[config.mk]
export PLATFORM = sky130hd
export DESIGN_NAME = column_accumulator
export DESIGN_NICKNAME = d
export VERILOG_FILES = /design/src/rtl/column_accumulator.sv
export SDC_FILE = /design/constraint.sdc
export NUM_CORES = 1
export LEC_CHECK = 0
export CAP_MARGIN = 20
export CORE_MARGIN = 1
export CORE_UTILIZATION = 35
export CTS_BUF_LIST = sky130_fd_sc_hd__clkbuf_2
export CTS_CLUSTER_SIZE = 28
export DETAILED_ROUTE_END_ITERATION = 10
export HOLD_SLACK_MARGIN = 0.15
export SYNTH_ARGS = -nofsm -noshare
export SYNTH_HDL_FRONTEND = slang
export SYNTH_SLANG_ARGS = --single-unit
[constraint.sdc]
create_clock -name clk -period 9.5 [get_ports clk]
set_clock_uncertainty 0.2 [all_clocks]
set_input_delay 0.95 -clock clk [delete_from_list [all_inputs] [get_ports clk]]
set_output_delay 0.95 -clock clk [all_outputs]
set_load 0.03 [all_outputs]
[src/rtl/column_accumulator.sv]
// column_accumulator: two-entry result store for one systolic column, with overwrite/accumulate fills and a full/ack handshake
module column_accumulator #(
    parameter int DATA_W = 32
) (
    input  logic              clk,
    input  logic              reset,
    input  logic              valid_in,
    input  logic [DATA_W-1:0] data_in,
    input  logic              accumulate,
    input  logic              store_ack,
    input  logic              clear,
    output logic [DATA_W-1:0] mem_0,
    output logic [DATA_W-1:0] mem_1,
    output logic              full,
    output logic              overflow
);
    typedef enum logic [1:0] {EMPTY, FILLING, FULL} state_t;
    state_t state_q, state_d;
    logic [DATA_W-1:0] mem_0_q, mem_0_d, mem_1_q, mem_1_d;
    logic acc_mode_q, acc_mode_d, overflow_q, overflow_d;
    always_ff @(posedge clk or posedge reset) begin
        if (reset) begin
            state_q    <= EMPTY;
            mem_0_q    <= '0;
            mem_1_q    <= '0;
            acc_mode_q <= 1'b0;
            overflow_q <= 1'b0;
        end else begin
            state_q    <= state_d;
            mem_0_q    <= mem_0_d;
            mem_1_q    <= mem_1_d;
            acc_mode_q <= acc_mode_d;
            overflow_q <= overflow_d;
        end
    end
    always_comb begin
        state_d    = state_q;
        mem_0_d    = mem_0_q;
        mem_1_d    = mem_1_q;
        acc_mode_d = acc_mode_q;
        overflow_d = overflow_q;
        if (clear) begin
            state_d    = EMPTY;
            mem_0_d    = '0;
            mem_1_d    = '0;
            acc_mode_d = 1'b0;
            overflow_d = 1'b0;
        end else begin
            case (state_q)
                EMPTY: if (valid_in) begin
                    acc_mode_d = accumulate;
                    mem_0_d    = accumulate ? mem_0_q + data_in : data_in;
                    state_d    = FILLING;
                end
                FILLING: if (valid_in) begin
                    mem_1_d = acc_mode_q ? mem_1_q + data_in : data_in;
                    state_d = FULL;
                end
                FULL: begin
                    // an ack frees the store in the same cycle, so a coincident word starts the next fill
                    if (store_ack) begin
                        state_d = EMPTY;
                        if (valid_in) begin
                            acc_mode_d = accumulate;
                            mem_0_d    = accumulate ? mem_0_q + data_in : data_in;
                            state_d    = FILLING;
                        end
                    end else if (valid_in) begin
                        overflow_d = 1'b1;
                    end
                end
                default: state_d = EMPTY;
            endcase
        end
    end
    assign mem_0    = mem_0_q;
    assign mem_1    = mem_1_q;
    assign full     = (state_q == FULL);
    assign overflow = overflow_q;
endmodule

==> summary.md <==
| Metric | Value |
|---|---|
| I/O pin cnt | `104` |
| Final hold violations | `0` |
| Unrepaired setup endpoints after global routing | `no` |
| Worst Path Required | `9.80 ns` |
| Crit. End Element | `register` |
| Gr usage total | `20.5%` |
| Adder and majority gate portion of the synthesized area | `13.0%` |
| Die Ht | `136 um` |
| Post-synth EDFFs | `0` |
| Die Area | `0.0185 mm2` |
| Routed len/inst | `17.6 um` |
| Fillers | `1779` |
| Worst slew pin tran | `0.978 ns` |
| CP startpoint | `data_in[15]` |
| Final Max Tran Viols | `0` |
| Max-cap violations | `0` |
| Final setup viols | `0` |
| Syn Area/Cell | `8.46 um2` |
| Sequence of cells on the critical path | `clkdlybuf4s50_1 > ha_1 > a21o_1 > a21oi_1 > o21ai_1 > a221oi_1 > o22ai_1 > a211oi_1 > o21ai_1 > a2111oi_0 > o221a_1` |
| Fin Setup TNS | `0 ns` |
| Layout cell share with drive strength beyond 1 | `4.34%` |
| Via count | `5975` |
| Clock-pin slew on the worst setup and hold paths | `0.22 ns` |
| CORE AREA | `about 0.017 mm2` |
| Number of global-route vias before repair | `5488` |
| Via/cell ratio | `5.66` |
| Cell Pwr Density | `130 mW/mm2` |
| Final period util | `41.4%` |
| Final nets | `927` |
| Min Clock Period, post-route | `3.94 ns` |
| Ys async rst share | `100%` |
| Crit path DAT | `about 4.2 ns` |
| Antenna Violating Nets Remaining | `0` |
| Synthesized cell area | `0.00628 mm2` |
| # hold bufs at CTS | `0` |
| Fmax | `254 MHz` |
| Synthesized instance count | `743` |
| Port Buf Inserts | `about 100` |
| Initial antenna violation count | `0` |
| Setup Crit Path Kind | `in2reg` |
| Synth Warn # | `0` |
| CP dominant cell by count | `o21ai_1` |
| Root buf cell | `clkbuf_2` |
| CP Max Fanout | `7` |
| Most frequent cell after synthesis | `dfrtp_1` |
| Main synth FF type | `dfrtp_1` |
| CTS tree | `built` |
| Final WS setup | `5.56 ns` |
| Critical path's slowest cell | `a2111oi_0` |
| Synth cell types | `63` |
| Synthesis-to-layout area growth | `21.4%` |
| Worst R2R Setup Slack | `6.06 ns` |
| Worst VDD drop | `a little under 0.00007 V` |
| Placed cell area | `0.00749 mm2` |
| Hold Path Origin | `overflow` |
| Hold WC Path Type | `reg2reg` |
| Pre-CTS WS | `4.94 ns` |
| PostCTS Resize Cnt | `0` |
| Total CTS buffers | `9` |
| GRT Residual Overflow | `0` |
| Die width | `136 um` |
| Main combinational cell family by area after synthesis | `compound AO/OA/AOI/OAI gates` |
| H-tree depth | `3` |
| Final instance area | `0.00763 mm2` |
| Routed WL | `roughly 19000 um` |
| Post-synthesis simple-gate area fraction | `13.6%` |
| DRC Markers | `0` |
| Initial DRT Pass Iterations | `5` |
| Largest cells by area after synthesis | `dfrtp_1 27%, ha_1 12%, a21oi_1 5.3%` |
| Portion of netlist area occupied by mux cells | `5.28%` |
| CP Buf/Inv Count | `1` |
| Post-synth top cells | `68 x dfrtp_1, 66 x a21oi_1, 62 x ha_1` |
| Clk_lat worst skew | `0.56 ns` |
| Total clock sinks | `68` |
| First-pass GRT wire length | `29500 um` |
| Yosys reg bits | `68` |
| Largest delay share family, worst path | `compound AO/OA/AOI/OAI gates` |
| FF-to-FF Start | `mem_0[19]` |
| DP HPWL | `13400 um` |
| Max incr delay on CP | `0.50 ns` |
| Initial core utilization | `36.1%` |
| ANT cells | `0` |
| Layout Cells excl Fill | `1055` |
| Startpoint types | `primary input` |
| Post-synth top area cell | `dfrtp_1` |
| Postcts setup bufs | `0` |
| Post-synthesis compound-gate area fraction | `29.7%` |
| Post-synthesis xor/xnor area fraction | `7.25%` |
| Net count after synthesis | `845` |
| Largest net degree at the start of global routing | `69` |
| Leak Pwr | `3.38 nW` |
| Final RePlAce weighted congestion | `between 0.8 and 0.9` |
| Initial DRC count | `approximately 380` |
| Seq/Total Area, Yosys | `between 20 and 30%` |
| Final Core Density | `43.8%` |
| Rows | `between 40 and 50` |
| Share of the synthesized area in the top cell type | `a little over a quarter` |
| Max clock buf depth | `2` |
| Max transition margin | `34.8%` |
| Placed cells | `1037` |
| Status | `complete, no violations` |
report_power, final:
part / leakage [nW] / switching (mW) / internal [mW]
logic: 2.40 / 0.273 / 0.197
clock network: 0.0668 / 0.123 / 0.0591
registers: 0.914 / 0.0280 / 0.315
total: 3.38 / 0.424 / 0.571
worst paths after layout:
kind	cells after the start	end
max in group asynchronous	3	mem_0[15]
setup / recovery	11	mem_0[30]
setup reg to reg	10	mem_0[30]
hold reg to reg	2	overflow
hold / removal	2	overflow
min in group asynchronous	3	mem_1[0]
metrics by stage:
| step | hold WS (ns) | total power [mW] |
|---|---|---|
| 6_report | 0.327 | 0.995 |
| 5_1_grt | 0.371 | 1.06 |
| 4_1_cts | 0.337 | 1.00 |
| 3_5_place_dp | 0.290 | 0.813 |
| 3_3_place_gp | 0.280 | 0.813 |
| 2_1_floorplan | 0.385 | 0.670 |
flip-flops by register name, indices dropped and copies added (netlist names):
register    flops
mem_0          32
acc_mode_q      1
mem_1          32
overflow        1
state_q         2
cell families (layout without fill, tap and decap cells):
logic type | after synthesis | in the layout
buf+inv | 66 | 153
flops | 68 | 68
fa+ha+maj | 64 | 64
compound gates | 280 | 280
mux | 33 | 33
xor+xnor | 52 | 52
simple gates | 180 | 180
layer usage:
layer	part of all wire [%]	GRT usage [%]	wire [um]	vias up
li1	-	-	-	2954
met1	50	29.9	9370	2857
met2	44	31.4	8180	151
met3	4.6	2.72	853	13
met4	1.1	5.56	213	0
met5	0	0	0	-
final cells by class:
| type | instances | area, um2 | share of cell area (%) |
|---|---|---|---|
| multi-input combinational | 609 | 4340 | 56.9 |
| sequential | 68 | 1700 | 22.3 |
| timing repair buffer | 110 | 1100 | 14.4 |
| tap | 225 | 282 | 3.69 |
| inverter | 27 | 101 | 1.33 |
| clock inverter | 6 | 55.1 | 0.721 |
| clock buffer | 10 | 50.0 | 0.656 |
placed cells by master, fill, tap and decap left out, drive strengths merged, types with 31 or more instances in the layout:
cell,count
clkdlybuf4s50,102
dfrtp,68
nor2,48
nand2,53
ha,62
a21o,31
a21oi,66
mux2i,32
o21ai,73
xnor2,31
worst register-to-register path: stages (launching register included):
cell       delay (ns)
dfrtp_1          0.46
ha_1             0.37
a21oi_1          0.27
nor2b_1          0.16
o21ai_1          0.08
a221oi_1         0.38
o22ai_1          0.12
a211oi_1         0.39
o21ai_1          0.21
a2111oi_0        0.50
o221a_1          0.26
No activity file was read; power rests on OpenSTA's default activity.
